`src/rtl/lsu_stage.sv`:
```
`default_nettype none
// ============================================================================
// Module   : lsu_stage
// Brief    : RV32I load/store unit. It accepts one memory op from EX, checks
//            alignment, issues a single-beat request on the data bus, aligns
//            and extends load data for writeback, and reports a bus error
//            when the grant or the response does not arrive in time.
// Revision : 1.0 - initial release
// ============================================================================
module lsu_stage #(
  parameter int TIMEOUT = 16
) (
  input  logic        clk_i,
  input  logic        rst_i,
  input  logic        ex_valid_i,
  output logic        ex_ready_o,
  input  logic        ex_is_load_i,
  input  logic        ex_is_store_i,
  input  logic [2:0]  ex_funct3_i,
  input  logic [31:0] ex_addr_i,
  input  logic [31:0] ex_wdata_i,
  input  logic [4:0]  ex_rd_i,
  output logic        mem_req_o,
  output logic        mem_we_o,
  output logic [31:0] mem_addr_o,
  output logic [3:0]  mem_be_o,
  output logic [31:0] mem_wdata_o,
  input  logic        mem_gnt_i,
  input  logic        mem_rvalid_i,
  input  logic [31:0] mem_rdata_i,
  output logic        wb_valid_o,
  output logic [4:0]  wb_rd_o,
  output logic [31:0] wb_data_o,
  output logic        exc_misaligned_o,
  output logic        exc_buserr_o,
  output logic        busy_o
);

  typedef enum logic [1:0] {
    IDLE   = 2'd0,
    REQ    = 2'd1,
    WAIT_R = 2'd2
  } state_t;

  // The wait counter runs from 0; the last allowed cycle is TIMEOUT-1.
  localparam logic [7:0] C_CNT_LAST = 8'(TIMEOUT - 1);

  state_t      r_state;
  logic [7:0]  r_cnt;
  logic [31:0] r_addr;
  logic        r_we;
  logic [2:0]  r_funct3;
  logic [4:0]  r_rd;
  logic [3:0]  r_be;
  logic [31:0] r_wdata;
  logic        r_wb_valid;
  logic [4:0]  r_wb_rd;
  logic [31:0] r_wb_data;
  logic        r_exc_mis;
  logic        r_exc_bus;

  logic        w_xfer;
  logic        w_aligned;
  logic [3:0]  w_be;
  logic [31:0] w_wdata_sh;
  logic [31:0] w_rdata_sh;
  logic [31:0] w_load_ext;

  assign w_xfer     = ex_valid_i & (r_state == IDLE) & (ex_is_load_i | ex_is_store_i);
  assign w_wdata_sh = ex_wdata_i << {ex_addr_i[1:0], 3'b000};
  assign w_rdata_sh = mem_rdata_i >> {r_addr[1:0], 3'b000};

  // Decode access width into byte enables and alignment legality.
  always_comb begin
    w_aligned = 1'b0;
    w_be      = 4'b0000;
    case (ex_funct3_i)
      3'b000, 3'b100: begin
        w_aligned = 1'b1;
        w_be      = 4'b0001 << ex_addr_i[1:0];
      end
      3'b001, 3'b101: begin
        w_aligned = ~ex_addr_i[0];
        w_be      = 4'b0011 << ex_addr_i[1:0];
      end
      3'b010: begin
        w_aligned = (ex_addr_i[1:0] == 2'b00);
        w_be      = 4'b1111;
      end
      default: begin
        w_aligned = 1'b0;  // reserved widths are reported as misaligned
        w_be      = 4'b0000;
      end
    endcase
  end

  // Sign- or zero-extend the lane-aligned read data.
  always_comb begin
    w_load_ext = w_rdata_sh;
    case (r_funct3)
      3'b000:  w_load_ext = {{24{w_rdata_sh[7]}}, w_rdata_sh[7:0]};
      3'b100:  w_load_ext = {24'h000000, w_rdata_sh[7:0]};
      3'b001:  w_load_ext = {{16{w_rdata_sh[15]}}, w_rdata_sh[15:0]};
      3'b101:  w_load_ext = {16'h0000, w_rdata_sh[15:0]};
      default: w_load_ext = w_rdata_sh;
    endcase
  end

  // Transaction FSM with wait counter and registered pulse outputs.
  always_ff @(posedge clk_i or posedge rst_i) begin
    if (rst_i) begin
      r_state    <= IDLE;
      r_cnt      <= 8'd0;
      r_addr     <= 32'd0;
      r_we       <= 1'b0;
      r_funct3   <= 3'd0;
      r_rd       <= 5'd0;
      r_be       <= 4'd0;
      r_wdata    <= 32'd0;
      r_wb_valid <= 1'b0;
      r_wb_rd    <= 5'd0;
      r_wb_data  <= 32'd0;
      r_exc_mis  <= 1'b0;
      r_exc_bus  <= 1'b0;
    end else begin
      r_wb_valid <= 1'b0;
      r_exc_mis  <= 1'b0;
      r_exc_bus  <= 1'b0;
      case (r_state)
        IDLE: begin
          if (w_xfer) begin
            if (!w_aligned) begin
              r_exc_mis <= 1'b1;
            end else begin
              r_addr   <= ex_addr_i;
              r_we     <= ex_is_store_i;
              r_funct3 <= ex_funct3_i;
              r_rd     <= ex_rd_i;
              r_be     <= w_be;
              r_wdata  <= w_wdata_sh;
              r_cnt    <= 8'd0;
              r_state  <= REQ;
            end
          end
        end
        REQ: begin
          // A response in the grant cycle is not looked at here.
          if (mem_gnt_i) begin
            r_cnt   <= 8'd0;
            r_state <= r_we ? IDLE : WAIT_R;
          end else if (r_cnt == C_CNT_LAST) begin
            r_exc_bus <= 1'b1;
            r_state   <= IDLE;
          end else begin
            r_cnt <= r_cnt + 8'd1;
          end
        end
        WAIT_R: begin
          if (mem_rvalid_i) begin
            r_wb_valid <= 1'b1;
            r_wb_rd    <= r_rd;
            r_wb_data  <= w_load_ext;
            r_state    <= IDLE;
          end else if (r_cnt == C_CNT_LAST) begin
            r_exc_bus <= 1'b1;
            r_state   <= IDLE;
          end else begin
            r_cnt <= r_cnt + 8'd1;
          end
        end
        default: r_state <= IDLE;
      endcase
    end
  end

  assign ex_ready_o       = (r_state == IDLE);
  assign busy_o           = (r_state != IDLE);
  assign mem_req_o        = (r_state == REQ);
  assign mem_we_o         = r_we;
  assign mem_addr_o       = {r_addr[31:2], 2'b00};
  assign mem_be_o         = r_be;
  assign mem_wdata_o      = r_wdata;
  assign wb_valid_o       = r_wb_valid;
  assign wb_rd_o          = r_wb_rd;
  assign wb_data_o        = r_wb_data;
  assign exc_misaligned_o = r_exc_mis;
  assign exc_buserr_o     = r_exc_bus;

endmodule
`default_nettype wire

```
`config.mk`:
```
export PLATFORM = sky130hd
export DESIGN_NAME = lsu_stage
export DESIGN_NICKNAME = d
export VERILOG_FILES = /design/src/rtl/lsu_stage.sv
export SDC_FILE = /design/constraint.sdc
export NUM_CORES = 1
export LEC_CHECK = 0
export BUFFER_PORTS_ARGS = -buffer_cell sky130_fd_sc_hd__buf_4
export CAP_MARGIN = 30
export CORE_MARGIN = 5
export CORE_UTILIZATION = 52
export CTS_BUF_LIST = sky130_fd_sc_hd__clkbuf_8
export DETAILED_ROUTE_END_ITERATION = 10
export GPL_TIMING_DRIVEN = 0
export PLACE_DENSITY_LB_ADDON = 0.2
export SLEW_MARGIN = 20
export SYNTH_ARGS = -nofsm -noshare
export SYNTH_HDL_FRONTEND = slang
export SYNTH_SLANG_ARGS = --single-unit
```
`constraint.sdc`:
```
create_clock -name clk_i -period 5.3 [get_ports clk_i]
set_input_delay 1.06 -clock clk_i [delete_from_list [all_inputs] [get_ports clk_i]]
set_output_delay 1.06 -clock clk_i [all_outputs]
set_load 0.03 [all_outputs]
```
==> results of run 1 <==
==> cell families (layout without fill, tap and decap cells) <==
kind of cell	Yosys count	after routing	synth area share, %
flip-flops	127	127	51.3
other	1	2	0.0605
adder cells (fa/ha/maj)	5	5	1.01
multiplexers	97	97	17.2
AND/OR/NAND/NOR	134	134	9.96
AO/OA/AOI/OAI	136	136	13.6
buffers and inverters	74	326	6.91
==> registers in the layout (all words and copies together), names as in the netlist, 3 cells and up <==
| signal | cells |
|---|---|
| r_addr | 32 |
| r_funct3 | 3 |
| r_cnt | 8 |
| r_rd | 5 |
| mem_wdata_o | 32 |
| wb_rd_o | 5 |
| wb_data_o | 32 |
| mem_be_o | 4 |
==> placed cells by master (no fill, tap or decap), types with 2 or more instances in the layout <==
| cell type | count |
|---|---|
| a211oi_1 | 15 |
| a21oi_1 | 44 |
| and2_1 | 3 |
| and3_1 | 2 |
| buf_1 | 5 |
| buf_2 | 15 |
| buf_4 | 253 |
| bufinv_16 | 2 |
| clkbuf_1 | 14 |
| clkbuf_8 | 19 |
| clkinv_2 | 4 |
| clkinv_4 | 3 |
| conb_1 | 2 |
| dfrtp_1 | 127 |
| ha_1 | 5 |
| inv_1 | 7 |
| mux2_2 | 64 |
| mux2i_1 | 32 |
| nand2_1 | 48 |
| nand3_1 | 3 |
| nand4_1 | 2 |
| nor2_1 | 45 |
| nor2b_1 | 19 |
| nor3_1 | 2 |
| o21a_1 | 7 |
| o21ai_0 | 36 |
| o22a_1 | 9 |
| o31ai_1 | 11 |
==> critical path, delay by kind of cell, from the launching register on <==
| kind | cells | cell delay, ps |
|---|---|---|
| flip-flops | 1 | 410 |
| buffers and inverters | 3 | 440 |
| adder cells (fa/ha/maj) | 1 | 330 |
==> path summary, 6_finish.rpt <==
path                                      start              end  slack, ps  cells past startpoint
max in group asynchronous                 rst_i    wb_data_o[22]       3870                      3
min in group asynchronous                 rst_i        r_addr[8]        710                      2
worst min register to register  mem_wdata_o[22]  mem_wdata_o[22]        490                      2
worst max-delay path                 r_state[0]           busy_o       2610                      4
worst max register to register       r_state[0]   mem_wdata_o[6]       2960                      9
worst min-delay path            mem_wdata_o[22]  mem_wdata_o[22]        490                      2
==> power breakdown <==
part	switching (mW)	internal (mW)	total [mW]
combinational	1.60	1.19	2.79
sequential	0.253	1.40	1.65
clock	0.375	0.435	0.810
total	2.23	3.02	5.25
==> layer usage <==
metal / global-route usage [%] / share of wire (%) / vias up
met1: 30.9 / 39 / 2662
met4: 7.97 / 1.9 / 0
met3: 8.96 / 9.2 / 33
li1: - / - / 2471
met5: 0 / 0 / -
met2: 42.0 / 49 / 268
==> per-stage QoR <==
step	utilization, %	area, sq um	instances	worst slack (ps)
after floorplan	-	6200	575	856
after global placement	69.4	8030	938	-469
after detailed placement	69.7	8060	939	2520
after CTS	73.0	8450	970	2620
after global routing	73.0	8450	970	2560
final	73.0	8450	970	2610
==> layout make-up <==
cell class / instances / share of cell area [%]
sequential: 127 / 37.6
multi-input combinational: 374 / 30.7
timing repair buffer: 221 / 19.9
buffer: 68 / 4.80
clock buffer: 19 / 3.10
tap: 143 / 2.12
clock inverter: 12 / 1.44
inverter: 6 / 0.326
==> summary.txt, run 1 <==
Worst setup path
  • Worst setup path class: reg2out
  • Worst-path maximum fanout: 7
  • Crit-path cells: inv_1 -> ha_1 -> inv_1 -> buf_4
  • Arrival time at the worst endpoint: ~1600 ps
  • WP data required: about 4200 ps
  • Startpoint type of the worst setup path: register
  • Slowest stage cell, crit path: dfrtp_1
  • Type of destination of the critical path: output pin
  • Worst path max stage delay: about 410 ps
  • Top cell by count, worst path: inv_1

Power and ir drop
  • Pwr dens: 622 nW/um^2
  • Leakage power: a little over 4 nW
  • Design Power: 5.25 mW
  • Worst VDD drop: about 0.35 mV

Cells and area
  • Nets: 931
  • Reg area: approximately 3200 sq um
  • Layout fillers: 876
  • Ant diodes: 0
  • Fraction of layout cells with a size suffix above 1: approximately 45%
  • Multi-input logic area: around 2600 sq um
  • Area grow syn2layout: 36.3%

Yosys
  • Mapped cell area: 6200 sq um
  • Top_reg_cell synth: dfrtp_1
  • Most common cell in the netlist: dfrtp_1
  • Area contributors post-synth: dfrtp_1 51%, mux2_2 12%, mux2i_1 5.2%, buf_4 4.0%, a21oi_1 3.6%
  • FFs w/ async S/R, synth: between 90% and 100%
  • Sequential share of the synthesized area: 51.3%
  • YS warnings: 0
  • Cells after Synth: approximately 570
  • Post-synth top area cell: dfrtp_1
  • Yosys cell types: 50
  • Synth top cells by count: 127 x dfrtp_1, 64 x mux2_2, 48 x nand2_1
  • Top-area cell type share of the netlist area: between 50% and 60%
  • EDFF count, synth: 0
  • Average size of a mapped cell: between 10 and 15 sq um
  • #FFs+latches synth: between 100 and 150

GRT
  • Largest net degree at the start of global routing: between 60 and 70
  • Initial antenna violation count: 0
  • Total grt overflow: 0
  • First-pass GRT wire length: 28400 um
  • Vias in the first global route: around 5600
  • Global Route Usage Sum: roughly a quarter

STA
  • Worst-margin pin slew: slightly above 800 ps
  • RSZ-0062 raised after global routing: no
  • Final setup vio count: 0
  • Setup TNS Final: 0 ps
  • Tmin final: around 2700 ps
  • Skew final: roughly 14 ps
  • Final Max Tran Viols: 0
  • Fmax: approximately 370 MHz
  • Final Hold Viols: 0
  • Fin crit share: between 50% and 60%
  • Hold slack: a little under 500 ps
  • Worst relative slew slack: about 44%

Floorplan
  • Effective utilization at floorplan: approximately 54%
  • Site Rows: 39
  • Die footprint: about 14000 sq um
  • I/O Pins: between 200 and 250
  • Core area: between 10000 and 15000 sq um
  • Die Ht: roughly 120 um
  • Die Width: 119 um

Drt
  • Iter 0 DRT Violations: approximately 430
  • Post-DR vias/cell: between 5 and 6
  • Residual DRC: 0
  • Final ANT Viol Nets: 0
  • Via count: about 5400
  • DRT Wirelength: around 18000 um
  • Drt pass-1 iters: 5
  • WL per Instance: 18.4 um

Clocking
  • H-Tree Depth: 4
  • Root Buffer: clkbuf_8
  • Skew-Pair Late Insertion Delay: 430 ps
  • CTS clk-pin slew, worst paths: around 80 ps
  • CTS tree: done
  • Setup Buffers After CTS: 0
  • Clk buf depth: 2
  • Post-CTS Hold Buffers: 0
  • Cts bufs inserted: 17
  • Total clock sinks: 127
  • Post-cts resize count: 0

Place
  • IO buf count: 220
  • DPL Wire Length: about 14000 um
  • RePlAce Congestion: just over 0.9

Hold path
  • Hold WC Path Type: reg2reg

Run status
  • Status: completed

Job
  • Max Cap Viol: 0
Note: power is estimated with default switching activity, not from simulation.
==> run 2: changes to the inputs <==
Clock period 5.3 ns to 2.5 ns, I/O delays scaled along.
==> summary.txt, run 2 (synthesis results as in run 1) <==
Run status
  • Status: completed

Place
  • IO buf count: 220
  • DPL Wire Length: between 10000 and 15000 um
  • Placed Instances: around 940
  • Place WS: 110 ps
  • Placed Area: roughly 8000 sq um
  • RePlAce Congestion: around 0.9

STA
  • PnR worst setup slack: 168 ps
  • Fmax: 429 MHz
  • Fin crit share: roughly 93%
  • Final Max Tran Viols: 0
  • Final setup vio count: 0
  • Setup TNS Final: 0 ps
  • Tmin final: approximately 2300 ps
  • Skew final: around 6.8 ps
  • Final Hold Viols: 0
  • Worst relative slew slack: a little over 50%
  • RSZ-0062 raised after global routing: no
  • Worst-margin pin slew: about 720 ps

Clocking
  • Root Buffer: clkbuf_8
  • Cts bufs inserted: 17
  • H-Tree Depth: 4
  • CTS tree: done
  • Total clock sinks: 127
  • CTS clk-pin slew, worst paths: 70 ps
  • Clk buf depth: 2
  • Skew-Pair Late Insertion Delay: approximately 440 ps

Drt
  • DRT Wirelength: ~18000 um
  • Final ANT Viol Nets: 0
  • Post-DR vias/cell: around 5.4
  • Via count: ~5300
  • Residual DRC: 0
  • WL per Instance: 18.4 um
  • Drt pass-1 iters: 5
  • Iter 0 DRT Violations: about 370

Worst setup path
  • Arrival time at the worst endpoint: around 2700 ps
  • Worst setup path class: reg2reg
  • WP data required: around 2900 ps
  • Startpoint type of the worst setup path: register
  • Type of destination of the critical path: register
  • Worst-path maximum fanout: 10

GRT
  • Global Route Usage Sum: between 20 and 30%
  • First-pass GRT wire length: ~29000 um
  • Vias in the first global route: 5443
  • Largest net degree at the start of global routing: 36
  • Initial antenna violation count: 0
  • Total grt overflow: 0

Floorplan
  • Effective utilization at floorplan: a little over half
  • I/O Pins: 223
  • Die Ht: between 100 and 150 um
  • Site Rows: 39
  • Core area: 11600 sq um
  • Die Width: about 120 um
  • Die footprint: roughly 14000 sq um

Power and ir drop
  • Combinational share of power: 52.8%
  • Flop pwr share: about 31%
  • Clock Power Share: 16.1%
  • Pwr dens: ~1300 nW/um^2
  • Net Sw Frac: 41.9%
  • Switching pwr: 4.71 mW
  • Worst VDD drop: about 0.90 mV
  • Leakage power: slightly above 4 nW
  • Internal power: roughly 6.5 mW

Cells and area
  • Most frequent cells in the layout: 253 x buf_4, 127 x dfrtp_1, 64 x mux2_2
  • Nets: between 900 and 1000
  • Non-filler cells, final: roughly 1000
  • Fraction of layout cells with a size suffix above 1: 45.2%
  • Final Cell Area: approximately 8500 sq um
  • Area grow syn2layout: 37.5%
  • Most common cell after layout, fill and taps aside: buf_4
  • Ant diodes: 0
  • Final Core Density: roughly 74%

Hold path
  • Hold WC Path Type: in2async

Job
  • Max Cap Viol: 0
[run 2: cell count changes in the layout (fill, tap and decap cells not counted), sizes merged]
| cell | change |
|---|---|
| clkinvlp | +4 |
| buf | +3 |
| clkinv | -3 |
| inv | -2 |
| bufinv | +1 |
[run 2: path summary, 6_finish.rpt]
kind | from | end | slack (ps) | depth (start not counted)
worst min-delay path | rst_i | mem_wdata_o[4] | 40 | 2
max in group asynchronous | rst_i | r_cnt[2] | 1740 | 4
worst min register to register | mem_wdata_o[6] | mem_wdata_o[6] | 490 | 2
worst max-delay path | r_state[0] | mem_wdata_o[2] | 170 | 9
min in group clk_i | ex_addr_i[20] | r_addr[20] | 290 | 2
worst max register to register | r_state[0] | mem_wdata_o[2] | 170 | 9
[run 2: power groups by stage]
stage | clock network, mW | registers (mW) | logic [mW]
3_5_place_dp | 0 | 3.53 | 5.96
3_3_place_gp | 0 | 3.47 | 5.83
6_report | 1.81 | 3.50 | 5.92
2_1_floorplan | 0 | 4.53 | 2.79
5_1_grt | 1.93 | 3.61 | 6.29
4_1_cts | 1.84 | 3.50 | 5.96
[run 2: layout make-up]
cell class / instances / area [sq um]
Sequential cell: 127 / 3180
Fill cell: 859 / 3040
Multi-Input combinational cell: 374 / 2590
Timing Repair Buffer: 224 / 1730
Buffer: 68 / 408
Clock buffer: 19 / 262
Tap cell: 143 / 179
Clock inverter: 12 / 144
Inverter: 6 / 26.3
[run 2: timing repair]
item	CTS	global route
endpoints found under the setup margin	0	14
buffers inserted	0	0
hold buffers	0	0
resized for setup	0	4
[run 2: routing by layer]
metal  up-vias  wire (um)  global-route usage, %
li1       2481          -                      -
met1      2554       7170                   31.5
met2       225       8860                   42.1
met3        28       1450                   7.44
met4         0        382                   8.91
met5         -          0                      0
[run 2: critical path: stages, from the launching register on]
cell,delay (ps)
dfrtp_1,380
inv_1,90
ha_1,300
o211ai_1,180
o21bai_1,150
buf_2,240
buf_2,290
clkbuf_1,410
nand2_1,110
o21ai_0,90
[run 2: stage by stage]
| stage | power, mW | hold WS (ps) |
|---|---|---|
| after floorplan | 7.32 | 461 |
| after global placement | 9.29 | 464 |
| after detailed placement | 9.49 | 472 |
| after CTS | 11.3 | 31.2 |
| after global routing | 11.8 | 43.4 |
| final | 11.2 | 44.2 |
==> run 3: changes to the inputs <==
Clock period 2.5 ns to 2.64 ns, I/O delays scaled along.
==> summary.txt, run 3 (synthesis results as in run 1) <==
Cells and area
  • Area grow syn2layout: 37.5%
  • Multi-input logic area: ~2600 sq um
  • Final Cell Area: 8520 sq um
  • Most frequent cells in the layout: 253 x buf_4, 127 x dfrtp_1, 64 x mux2_2
  • Nets: a little over 900
  • Layout fillers: roughly 860
  • Final Core Density: about three quarters
  • Most common cell after layout, fill and taps aside: buf_4
  • Fraction of layout cells with a size suffix above 1: approximately 45%
  • Reg area: 3180 sq um
  • Ant diodes: 0

GRT
  • Largest net degree at the start of global routing: 36
  • Total grt overflow: 0
  • First-pass GRT wire length: 28500 um
  • Global Route Usage Sum: about a quarter
  • Initial antenna violation count: 0
  • Vias in the first global route: 5443

Floorplan
  • Die footprint: roughly 14000 sq um
  • Effective utilization at floorplan: between 50% and 60%
  • I/O Pins: roughly 220
  • Die Ht: around 120 um
  • Site Rows: 39
  • Die Width: ~120 um
  • Core area: 11600 sq um

Drt
  • Drt pass-1 iters: 4
  • Final ANT Viol Nets: 0
  • Post-DR vias/cell: around 5.4
  • Residual DRC: 0
  • Iter 0 DRT Violations: between 300 and 400
  • Via count: 5294
  • WL per Instance: roughly 18 um
  • DRT Wirelength: roughly 18000 um

Clocking
  • Total clock sinks: between 100 and 150
  • Post-CTS Hold Buffers: 0
  • Post-cts resize count: 0
  • H-Tree Depth: 4
  • CTS tree: done
  • Clk buf depth: 2
  • Skew-Pair Late Insertion Delay: about 440 ps
  • Root Buffer: clkbuf_8
  • Setup Buffers After CTS: 0
  • Cts bufs inserted: 17
  • CTS clk-pin slew, worst paths: ~70 ps

STA
  • RSZ-0062 raised after global routing: no
  • Tmin final: about 2400 ps
  • Final setup vio count: 0
  • Fmax: around 420 MHz
  • Skew final: between 6 and 7 ps
  • Final Max Tran Viols: 0
  • Worst-margin pin slew: approximately 740 ps
  • Fin crit share: approximately 90%
  • Final Hold Viols: 0
  • Worst relative slew slack: between 50 and 60%
  • PnR worst setup slack: 233 ps

Place
  • DPL Wire Length: around 14000 um
  • Place WS: between 200 and 250 ps
  • Placed Area: between 8000 and 9000 sq um
  • IO buf count: between 200 and 250
  • RePlAce Congestion: about 0.89

Power and ir drop
  • Worst VDD drop: ~0.86 mV
  • Leakage power: 4.14 nW
  • Pwr dens: ~1200 nW/um^2

Worst setup path
  • WP data required: between 2000 and 3000 ps
  • Worst-path maximum fanout: 10
  • Startpoint type of the worst setup path: register
  • Worst setup path class: reg2reg
  • Arrival time at the worst endpoint: 2700 ps
  • Type of destination of the critical path: register

Hold path
  • Hold WC Path Type: in2async

Run status
  • Status: completed

Job
  • Max Cap Viol: 0
==> run 3: cell count changes in the layout (fill, tap and decap cells not counted) <==
cell | before | now
clkbuf_1 | 12 | 14
clkbuf_2 | 2 | 0
==> run 3: layout make-up <==
type | count | share of cell area (%)
inverter | 6 | 0.308
clock buffer | 19 | 3.07
timing repair buffer | 224 | 20.3
clock inverter | 12 | 1.69
buffer | 68 | 4.76
multi-input combinational | 374 | 30.4
sequential | 127 | 37.3
tap | 143 | 2.10
==> run 3: metrics by stage <==
step,hold WS (ps),TNS [ps],instances,total power [mW]
finish,66.5,0,973,10.6
global route,71.4,0,973,11.2
CTS,59.2,0,973,10.7
detailed placement,472,0,942,8.98
global placement,464,-26240,938,8.80
floorplan,461,0,575,6.93
==> run 3: where the power goes <==
part	total, mW	switching [mW]	leakage (nW)	internal [mW]
combinational	5.61	3.21	2.37	2.39
sequential	3.31	0.498	1.57	2.81
clock	1.71	0.748	0.201	0.966
total	10.6	4.46	4.14	6.17
==> run 3: critical path, cell delays in order (launching register included) <==
cell      delay [ps]
dfrtp_1          380
inv_1             90
ha_1             310
o211ai_1         180
o21bai_1         150
buf_2            240
buf_2            280
clkbuf_1         460
o21ai_0          180
==> run 3: worst paths after layout <==
path	startpoint	endpoint	slack, ps	cells after the start
worst max register to register	r_state[0]	mem_be_o[3]	230	8
max in group asynchronous	rst_i	r_cnt[2]	1870	4
worst min-delay path	rst_i	mem_wdata_o[4]	70	2
worst max-delay path	r_state[0]	mem_be_o[3]	230	8
worst min register to register	mem_wdata_o[17]	mem_wdata_o[17]	490	2
min in group clk_i	ex_addr_i[20]	r_addr[20]	310	2
==> run 3: routing by layer <==
layer / global-route usage [%] / share of wire, %
met5: 0 / 0
met1: 31.5 / 40
met3: 7.44 / 8.1
met2: 42.1 / 50
met4: 8.91 / 2.2
